**config.mk**
```make
export PLATFORM = sky130hd
export DESIGN_NAME = demux16_bit_collector
export DESIGN_NICKNAME = d
export VERILOG_FILES = /design/src/rtl/demux16_bit_collector.sv
export SDC_FILE = /design/constraint.sdc
export NUM_CORES = 1
export LEC_CHECK = 0
export BUFFER_PORTS_ARGS = -buffer_cell sky130_fd_sc_hd__clkbuf_2
export CORE_MARGIN = 3
export CORE_UTILIZATION = 59
export CTS_CLUSTER_DIAMETER = 150
export DETAILED_ROUTE_END_ITERATION = 8
export MAX_ROUTING_LAYER = met4
export PLACE_DENSITY = 0.83
export SLEW_MARGIN = 10
export SYNTH_ARGS = -nofsm -noshare
export SYNTH_HDL_FRONTEND = slang
export SYNTH_SLANG_ARGS = --single-unit
```
**constraint.sdc**
```tcl
create_clock -name clk -period 4.7 [get_ports clk]
set_input_delay 0.94 -clock clk [delete_from_list [all_inputs] [get_ports clk]]
set_output_delay 0.94 -clock clk [all_outputs]
set_load 0.05 [all_outputs]
```
**src/rtl/demux16_bit_collector.sv**
```systemverilog
// Scatters (index, bit) pairs into a 2**SEL_W-bit word and hands the full word off on a valid/ready port.
// Optional DEMUX16_DUP_ERR_EN adds a dup_err pulse for writes to an already-filled index.
module demux16_bit_collector #(
  parameter int SEL_W = 4
) (
  input  logic                    clk,
  input  logic                    reset,
  input  logic                    clear,
  input  logic                    in_valid,
  output logic                    in_ready,
  input  logic [SEL_W-1:0]        in_sel,
  input  logic                    in_bit,
  output logic                    out_valid,
  input  logic                    out_ready,
  output logic [(2**SEL_W)-1:0]   out_word,
  output logic [SEL_W:0]          fill_count
`ifdef DEMUX16_DUP_ERR_EN
  ,
  output logic                    dup_err
`endif
);

  localparam int WORD_W = 2**SEL_W;
  localparam logic [SEL_W:0] FILL_ONE = 1;

  typedef enum logic {
    COLLECT = 1'b0,
    HOLD    = 1'b1
  } state_t;

  state_t             state;
  logic [WORD_W-1:0]  word;
  logic [WORD_W-1:0]  mask;
  logic [WORD_W-1:0]  onehot;
  logic [WORD_W-1:0]  mask_next;
  logic               dup;
  logic               dup_q;

  always_comb begin
    onehot    = '0;
    onehot[in_sel] = 1'b1;
    mask_next = mask | onehot;
    dup       = |(mask & onehot);
  end

  always_ff @(posedge clk) begin
    if (reset || clear) begin
      state      <= COLLECT;
      word       <= '0;
      mask       <= '0;
      fill_count <= '0;
      in_ready   <= 1'b1;
      out_valid  <= 1'b0;
      dup_q      <= 1'b0;
    end else begin
      dup_q <= 1'b0;
      case (state)
        COLLECT: begin
          if (in_valid) begin
            word[in_sel] <= in_bit;
            mask         <= mask_next;
            dup_q        <= dup;
            // fill_count tracks popcount(mask): only new indices advance it
            if (!dup) fill_count <= fill_count + FILL_ONE;
            if (&mask_next) begin
              state     <= HOLD;
              in_ready  <= 1'b0;
              out_valid <= 1'b1;
            end
          end
        end
        HOLD: begin
          if (out_ready) begin
            state      <= COLLECT;
            word       <= '0;
            mask       <= '0;
            fill_count <= '0;
            in_ready   <= 1'b1;
            out_valid  <= 1'b0;
          end
        end
        default: begin
          state     <= COLLECT;
          in_ready  <= 1'b1;
          out_valid <= 1'b0;
        end
      endcase
    end
  end

  assign out_word = word;

`ifdef DEMUX16_DUP_ERR_EN
  assign dup_err = dup_q;
`else
  logic unused_dup;
  assign unused_dup = dup_q;
`endif

endmodule

```
==> flow_metrics.tcl, run 1 <==
set metrics [dict create \
    min_to "out_word[0]" \
    overflow 0 \
    dieArea_um2 4006 \
    cts_buffers 5 \
    clock_path_buffers 2 \
    path_max_fanout 7 \
    cts-resized-gates 0 \
    crit_path_max_incr_delay_ns 0.77 \
    synth_top_area_cell "dfxtp_1" \
    min_path_type "reg -> reg" \
    arrival_ns 2.77 \
    n_antenna_cell 0 \
    dpl_cell_area_um2 2087 \
    tightest_slew_ns 1.157 \
    p_leak_nw 0.7927 \
    worst-path-buf-inv 1 \
    seqPwrFrac_pct 54.6 \
    p_clk_share_pct 35.4 \
    start_util_pct 62.42 \
    synth_seq_cells 40 \
    rsz0062_at_grt "false" \
    crit_family "simple AND/OR/NAND/NOR gates" \
    critPathKind "in -> reg" \
    cts_hold_buf 0 \
    crit_chain "clkbuf_2 > nor2b_1 > a21oi_1 > nor3_1 > nand3_1 > mux2i_1 > nor2_1" \
    regToRegSetupSlack_ns 2.46 \
    track_usage_pct 25.08 \
    drc 0 \
    clock_latency_ns 0.35 \
    ant_nets 0 \
    hold_viol 0 \
    switching_share_pct 25.34 \
    hold-path-cell-count 2 \
    dp_hpwl_mm 3.178 \
    min-delay-start "out_word[0]" \
    rr_endpoint "out_word[12]" \
    r2r-start "state" \
    clk_pin_slew_ns 0.12 \
    crit_path_end_kind "register" \
    gp_congestion 0.9903 \
    finalSetupTns_ns 0 \
    rows 20 \
    ctsHtreeMaxLevel 2 \
    finalMaxSlewViolations 0 \
    cts_sinks 40 \
    postSynthCellCount 246 \
    p_int_uw 469.2 \
    final_common_cell "dfxtp_1" \
    num_vias 1945 \
    cp.required_ns 4.92 \
    layout_common_cells "40 x dfxtp_1, 34 x nor2_1, 32 x clkbuf_2" \
    wl_mm 4.574 \
    power_density_nw_per_um2 290.0 \
    dp.cells 306 \
    status "complete, no violations" \
    slew_headroom_pct 22.71 \
    synth_area_per_cell_um2 7.873 \
    io_pins 33 \
    clock_skew_ns 0.009531 \
    synth.area.top_cells "dfxtp_1 41%, nor2_1 6.6%, a21oi_1 5.9%" \
    nets 280 \
    die_h_um 63.30 \
    yosys.area.top_type_share_pct 41.34 \
    setup_viol 0 \
    via_per_inst 6.194 \
    cts_root_buffer "clkbuf_4" \
    yosys_warnings 0 \
    crit_slowest_cell "nor3_1" \
    timing.final.crit_share_pct 54.25 \
    total_power_uw 628.5 \
    grt_pass1_vias 1702 \
    drt_iter0_drc 202 \
    synth.distinct_cells 40 \
    start_kind "input pin" \
    fmaxAchievable_ghz 0.3922 \
    layout-drive-gt1-share_pct 15.19 \
    switchingPower_uw 159.2 \
    cts_tree "yes" \
    drv_cap 0 \
    period_needed_ns 2.550 \
    numPortBuffers 32 \
    ys_seq_area_share_pct 41.34 \
    design_area_um2 2167 \
    area_delta_synth_final_pct 11.89 \
    antenna_found_initial 0 \
    grt_pass1_wl_mm 7.803 \
    first_pass_iters 6 \
    syn_nets 257 \
    synth_area_um2 1937 \
    p_comb_share_pct 10.0 \
    place_ws_ns 1.826 \
    post_cts_buffers 0 \
    r2r_cells 6 \
    die-width_um 63.30 \
    wire_per_inst_um 14.57 \
    grt_max_degree 37 \
    ir_worst_vdd_mv 0.2219 \
    core_area_um2 3103 \
    finalNonFillerCells 314 \
    timing.final.ws_setup_ns 2.150 \
]
[flip-flops by register name, summed over array words and instances, names as in the netlist]
| signal | count |
|---|---|
| mask | 16 |
| in_ready | 1 |
| state | 1 |
| out_valid | 1 |
| out_word | 16 |
| fill_count | 5 |
[cells by family after synthesis]
| group | synth area share, % |
|---|---|
| compound gates | 18.22 |
| fa+ha+maj | 0.6459 |
| buf+inv | 3.553 |
| flops | 41.34 |
| mux | 5.491 |
| simple gates | 30.75 |
[through the flow]
step | hold WS [ns] | utilization [%]
after global routing | 0.4946 | 69.84
after global placement | 0.4436 | 67.26
after floorplan | 0.4450 | -
final | 0.4622 | 69.84
after detailed placement | 0.4498 | 67.26
after CTS | 0.4674 | 69.84
[worst min-delay path, stage by stage (launching register included)]
cell and delay (ns):
dfxtp_1 0.33, nand2_1 0.05, a21oi_1 0.05
[routing by layer]
layer	track usage, %	share of wire, %
met5	-	0
met4	11.32	2.4
met3	6.239	11
met2	36.50	44
met1	32.92	43
[synthesized netlist by cell type]
cell,n
or2_1,1
nor2b_1,7
nand2_1,27
o21ai_0,17
a41oi_1,1
o31ai_1,1
mux2i_1,8
buf_1,1
nand4_1,8
o21ai_1,2
nor3b_1,1
nand3_1,14
nor4bb_1,3
mux2_1,1
and2b_1,1
a31oi_1,4
a21oi_1,23
and2_1,2
a221o_1,1
dfxtp_1,40
nand4b_1,2
nor3_1,5
and3_1,1
a222oi_1,1
or4_1,2
a221oi_1,1
inv_1,1
clkbuf_1,11
nand2b_1,4
or3_1,2
a22oi_1,6
and4b_1,3
nor2_1,34
buf_2,4
nand3b_1,1
ha_1,1
a22o_1,1
mux2_4,1
a41o_1,1
o221ai_1,1
[cell type report]
cell class                      instances  area (um^2)
Multi-Input combinational cell        189         1067
Fill cell                             279        935.9
Sequential cell                        40        800.8
Timing Repair Buffer                   32        160.2
Tap cell                               44        55.05
Clock inverter                          3        42.54
Clock buffer                            5        37.54
Inverter                                1        3.754
[worst max-delay path by stage]
| stage | start | endpoint | cells past startpoint |
|---|---|---|---|
| 2_1_floorplan | in_sel[1] | fill_count[3] | 5 |
| 3_3_place_gp | in_sel[1] | fill_count[3] | 6 |
| 3_5_place_dp | in_sel[1] | fill_count[3] | 6 |
| 4_1_cts | in_sel[1] | fill_count[3] | 6 |
| 5_1_grt | in_valid | out_word[12] | 7 |
| 6_report | in_valid | out_word[12] | 7 |
[power by group through the flow]
stage / Sequential (mW) / Clock (mW) / Combinational [mW]
6_report: 0.343 / 0.223 / 0.0628
2_1_floorplan: 0.354 / 0 / 0.0430
4_1_cts: 0.343 / 0.230 / 0.0615
5_1_grt: 0.344 / 0.242 / 0.0688
3_3_place_gp: 0.351 / 0 / 0.0611
3_5_place_dp: 0.351 / 0 / 0.0613
Power figures use the tool's default switching activity.
==> run 2, diff against run 1 <==
--- a/config.mk
+++ b/config.mk
@@ -5,13 +5,14 @@
 export SDC_FILE = /design/constraint.sdc
 export NUM_CORES = 1
 export LEC_CHECK = 0
+export ABC_AREA = 1
 export BUFFER_PORTS_ARGS = -buffer_cell sky130_fd_sc_hd__clkbuf_2
 export CORE_MARGIN = 3
-export CORE_UTILIZATION = 59
+export CORE_UTILIZATION = 49
 export CTS_CLUSTER_DIAMETER = 150
 export DETAILED_ROUTE_END_ITERATION = 8
 export MAX_ROUTING_LAYER = met4
-export PLACE_DENSITY = 0.83
+export PLACE_DENSITY = 0.74
 export SLEW_MARGIN = 10
 export SYNTH_ARGS = -nofsm -noshare
 export SYNTH_HDL_FRONTEND = slang
==> constraint.sdc (replaced) <==
create_clock -name clk -period 2.1 [get_ports clk]
set_input_delay 0.42 -clock clk [delete_from_list [all_inputs] [get_ports clk]]
set_output_delay 0.42 -clock clk [all_outputs]
set_load 0.05 [all_outputs]
==> flow_metrics.tcl, run 2 <==
set metrics [dict create \
    postSynthCellCount 276 \
    nets 321 \
    clock_skew_ns 0.003816 \
    gp_congestion 0.8860 \
    synth_seq_cells 40 \
    syn_nets 287 \
    first_pass_iters 4 \
    hold_viol 0 \
    slew_headroom_pct 63.80 \
    synth-edff-count 0 \
    post_cts_buffers 0 \
    wl_mm 4.856 \
    timing.final.ws_setup_ns 0.3211 \
    via_per_inst 5.308 \
    synth.area.top_cells "dfxtp_1 43%, nand2_1 12%, nor2_1 7.8%" \
    r2r-start "state" \
    overflow 0 \
    rr_endpoint "out_word[13]" \
    place_ws_ns 0.1422 \
    total_power_mw 1.587 \
    multiInputGateArea_um2 940.9 \
    finalMaxSlewViolations 0 \
    finalSetupTns_ns 0 \
    synth_area_um2 1879 \
    drc 0 \
    regArea_um2 800.8 \
    start_kind "register" \
    n_antenna_cell 0 \
    cts_tree "yes" \
    num_vias 1895 \
    ir_worst_vdd_mv 0.5539 \
    rows 21 \
    cp.required_ns 2.29 \
    synth_common_cells "59 x nand2_1, 40 x dfxtp_1, 39 x nor2_1" \
    final_common_cell "nand2_1" \
    cts-resized-gates 0 \
    fill_cells 346 \
    period_needed_ns 1.779 \
    synth_top_area_cell "dfxtp_1" \
    r2r_cells 8 \
    synth_area_per_cell_um2 6.809 \
    die_h_um 67.93 \
    synth.distinct_cells 23 \
    dieArea_um2 4614 \
    start_util_pct 53.38 \
    ctsHtreeMaxLevel 2 \
    track_usage_pct 23.49 \
    numPortBuffers 32 \
    yosysMostFrequentCell "nand2_1" \
    wire_per_inst_um 13.60 \
    cts_buffers 5 \
    finalNonFillerCells 357 \
    dp_hpwl_mm 3.363 \
    area_delta_synth_final_pct 17.78 \
    drt_iter0_drc 259 \
    setup_viol 0 \
    timing.final.crit_share_pct 84.71 \
    startpoint "state" \
    min_path_type "in -> reg" \
    grt_pass1_wl_mm 7.852 \
    dp.cells 349 \
    dpl_cell_area_um2 2087 \
    cts_hold_buf 0 \
    design_area_um2 2213 \
    clk_pin_slew_ns 0.08 \
    crit_path_end_kind "register" \
    die-width_um 67.93 \
    grt_pass1_vias 1703 \
    fmaxAchievable_ghz 0.5622 \
    clock_latency_ns 0.29 \
    ys_seq_area_share_pct 42.61 \
    power_density_nw_per_um2 717.2 \
    p_leak_nw 1.002 \
    critPathKind "reg -> reg" \
    layout-drive-gt1-share_pct 16.08 \
    tightest_slew_ns 0.5425 \
    grt_max_degree 19 \
    core_area_um2 3521 \
    worstSetupEndpoint "out_word[13]" \
    io_pins 33 \
    ant_nets 0 \
    antenna_found_initial 0 \
    synth_ff_type "dfxtp_1" \
    async_flop_share_pct 0 \
    arrival_ns 1.97 \
    path_max_fanout 17 \
    cts_root_buffer "clkbuf_8" \
    status "complete, no violations" \
    yosys_warnings 0 \
    layout_common_cells "59 x nand2_1, 40 x dfxtp_1, 39 x nor2_1" \
    rsz0062_at_grt "false" \
    regToRegSetupSlack_ns 0.32 \
    yosys.area.top_type_share_pct 42.61 \
    clock_path_buffers 2 \
    cts_sinks 40 \
    drv_cap 0 \
]
==> run 2: final cells by class <==
type	count	share of cell area, %
flip-flops and latches	40	36.18
multi-input cells	200	42.51
clock inverters	1	1.357
inverters	28	4.748
clock buffers	7	4.353
well taps	46	2.600
repair buffers	35	8.253
==> run 2: metal layers <==
| metal | up-vias | routed length [um] | track usage [%] | part of all wire, % |
|---|---|---|---|---|
| met5 | - | 0 | - | 0 |
| met4 | 0 | 66 | 6.948 | 1.4 |
| met3 | 9 | 292 | 4.926 | 6.0 |
| met2 | 68 | 2282 | 37.67 | 47 |
| met1 | 829 | 2214 | 29.76 | 46 |
| li1 | 989 | - | - | - |
==> run 2: worst min-delay path by stage <==
stage                   from  endpoint  depth (start not counted)
floorplan            mask[3]   mask[3]                          2
global placement    in_ready  in_ready                          2
detailed placement  in_ready  in_ready                          2
CTS                 in_valid     state                          3
global route        in_valid     state                          3
finish              in_valid     state                          3
==> run 2: power by group <==
part	internal, mW	switching (mW)
Combinational	0.0321	0.103
Clock	0.419	0.265
Sequential	0.764	0.00433
==> run 2: cell families (layout without fill, tap and decap cells) <==
kind of cell / Yosys count / after routing / share of synthesized area (%)
AO/OA/AOI/OAI: 48 / 48 / 14.18
XOR/XNOR: 3 / 3 / 1.398
flip-flops: 40 / 40 / 42.61
AND/OR/NAND/NOR: 148 / 148 / 33.82
buffers and inverters: 36 / 71 / 7.324
adder cells (fa/ha/maj): 1 / 1 / 0.6657
==> run 2: metrics by stage <==
stage               utilization [%]  hold slack [ns]
detailed placement            59.28           0.4440
CTS                           62.86           0.3761
global placement              59.28           0.4374
finish                        62.86           0.3859
floorplan                         -           0.4505
global route                  62.86           0.3794
==> run 2: worst max-delay path: stages (launching register included) <==
cell and delay, ns:
dfxtp_1 0.33, inv_1 0.13, nand2_1 0.11, nand2_1 0.11
clkinv_1 0.44, nor2_1 0.35, inv_1 0.06, nor2_1 0.09
nor2_1 0.05
==> run 3, diff against run 2 <==
--- a/config.mk
+++ b/config.mk
@@ -5,14 +5,14 @@
 export SDC_FILE = /design/constraint.sdc
 export NUM_CORES = 1
 export LEC_CHECK = 0
-export ABC_AREA = 1
+export ABC_AREA = 0
 export BUFFER_PORTS_ARGS = -buffer_cell sky130_fd_sc_hd__clkbuf_2
 export CORE_MARGIN = 3
-export CORE_UTILIZATION = 49
+export CORE_UTILIZATION = 50
 export CTS_CLUSTER_DIAMETER = 150
 export DETAILED_ROUTE_END_ITERATION = 8
 export MAX_ROUTING_LAYER = met4
-export PLACE_DENSITY = 0.74
+export PLACE_DENSITY = 0.75
 export SLEW_MARGIN = 10
 export SYNTH_ARGS = -nofsm -noshare
 export SYNTH_HDL_FRONTEND = slang
==> constraint.sdc (replaced) <==
create_clock -name clk -period 1.6 [get_ports clk]
set_input_delay 0.32 -clock clk [delete_from_list [all_inputs] [get_ports clk]]
set_output_delay 0.32 -clock clk [all_outputs]
set_load 0.05 [all_outputs]
==> flow_metrics.tcl, run 3 (synthesis results as in run 1) <==
set metrics [dict create \
    cts_root_buffer "clkbuf_8" \
    power_density_nw_per_um2 714.9 \
    rows 21 \
    path_max_fanout 6 \
    cp.required_ns 1.85 \
    fmaxAchievable_ghz 0.5703 \
    finalNonFillerCells 378 \
    timing.final.ws_setup_ns -0.1536 \
    first_pass_iters 5 \
    violations "negative setup slack" \
    layout-drive-gt1-share_pct 35.54 \
    slew_headroom_pct 74.84 \
    die-width_um 68.24 \
    timing.final.crit_share_pct 109.6 \
    cts_tree "yes" \
    die_h_um 68.24 \
    rsz0062_at_grt "true" \
    core_area_um2 3521 \
    grt_max_degree 21 \
    dieArea_um2 4657 \
    setup_viol 7 \
    cts_sinks 40 \
    finalMaxSlewViolations 0 \
    clock_latency_ns 0.31 \
    n_antenna_cell 0 \
    switchingPower_uw 535.8 \
    clock_skew_ns 0.01326 \
    wl_mm 6.324 \
    via_per_inst 5.976 \
    tightest_slew_ns 0.3723 \
    grt_pass1_wl_mm 8.797 \
    drt_iter0_drc 204 \
    start_kind "register" \
    drc 0 \
    cts_hold_buf 0 \
    dp_hpwl_mm 4.130 \
    clock_path_buffers 2 \
    place_ws_ns -0.3240 \
    track_usage_pct 26.05 \
    gp_congestion 0.9196 \
    overflow 0 \
    area_delta_synth_final_pct 44.32 \
    period_needed_ns 1.754 \
    finalSetupTns_ns -0.6348 \
    layout_common_cells "56 x buf_4, 37 x dfxtp_1, 32 x nor2_1" \
    p_int_mw 1.462 \
    dpl_cell_area_um2 2485 \
    io_pins 33 \
    nets 343 \
    status "complete, but fails checks" \
    numPortBuffers 32 \
    start_util_pct 55.01 \
    seqPwrFrac_pct 50.4 \
    cts_buffers 5 \
    arrival_ns 2.00 \
    wire_per_inst_um 16.73 \
    crit_path_end_kind "register" \
    switching_share_pct 26.81 \
    design_area_um2 2795 \
    drv_cap 0 \
    min_path_type "in -> reg" \
    p_clk_share_pct 32.3 \
    p_comb_share_pct 17.3 \
    ir_worst_vdd_mv 0.5622 \
    critPathKind "reg -> reg" \
    grt_pass1_vias 1878 \
    p_leak_nw 1.161 \
    hold_viol 0 \
    final_common_cell "buf_4" \
    dp.cells 360 \
    antenna_found_initial 0 \
    total_power_mw 1.998 \
    clk_pin_slew_ns 0.08 \
    num_vias 2259 \
    ctsHtreeMaxLevel 2 \
    ant_nets 0 \
]
## run 3: worst paths after layout
kind	start	end	slack, ns	depth (start not counted)
min reg2reg	out_valid	out_valid	0.46	2
max	mask[0]	fill_count[3]	-0.15	5
max reg2reg	mask[0]	fill_count[3]	-0.15	5
min	in_valid	state	0.27	3
## run 3: power by group through the flow
stage	registers [mW]	logic, mW	clock network (mW)
2_1_floorplan	1.04	0.131	0
3_3_place_gp	1.03	0.270	0
3_5_place_dp	1.03	0.274	0
4_1_cts	1.01	0.279	0.641
5_1_grt	1.01	0.366	0.688
6_report	1.01	0.345	0.645
## run 3: through the flow
step           util [%]  hold WS [ns]
3_5_place_dp      70.58        0.4457
6_report          79.39        0.2700
3_3_place_gp      70.58        0.4455
2_1_floorplan         -        0.4450
4_1_cts           73.49        0.2794
5_1_grt           79.39        0.2861
## run 3: cell type report
cell class                 count  area (um^2)
clock inverter                 2        12.51
multi-input combinational    189         1137
timing repair buffer          95        710.7
tap                           46        57.56
sequential                    40        804.5
inverter                       1        3.754
fill                         237        725.7
clock buffer                   5        68.82
## run 3: what timing repair did
action / in CTS / in global routing
setup endpoints to repair: 7 / 15
cloned: 0 / 1
pin swaps: 2 / 10
gates resized for setup: 5 / 36
setup buffers: 1 / 9
## run 3: per-layer routing
layer	vias to the layer above	track usage (%)	share of wire, %
met1	1053	31.47	41
li1	1059	-	-
met3	35	4.926	7.3
met4	0	11.17	4.3
met2	112	42.24	48
met5	-	-	0
## run 3: worst max-delay path, cell delays in order, from the launching register on
cell     delay [ns]
dfxtp_2        0.33
mux2_4         0.27
a221o_1        0.36
a22o_4         0.26
or4_1          0.41
nand3_1        0.09
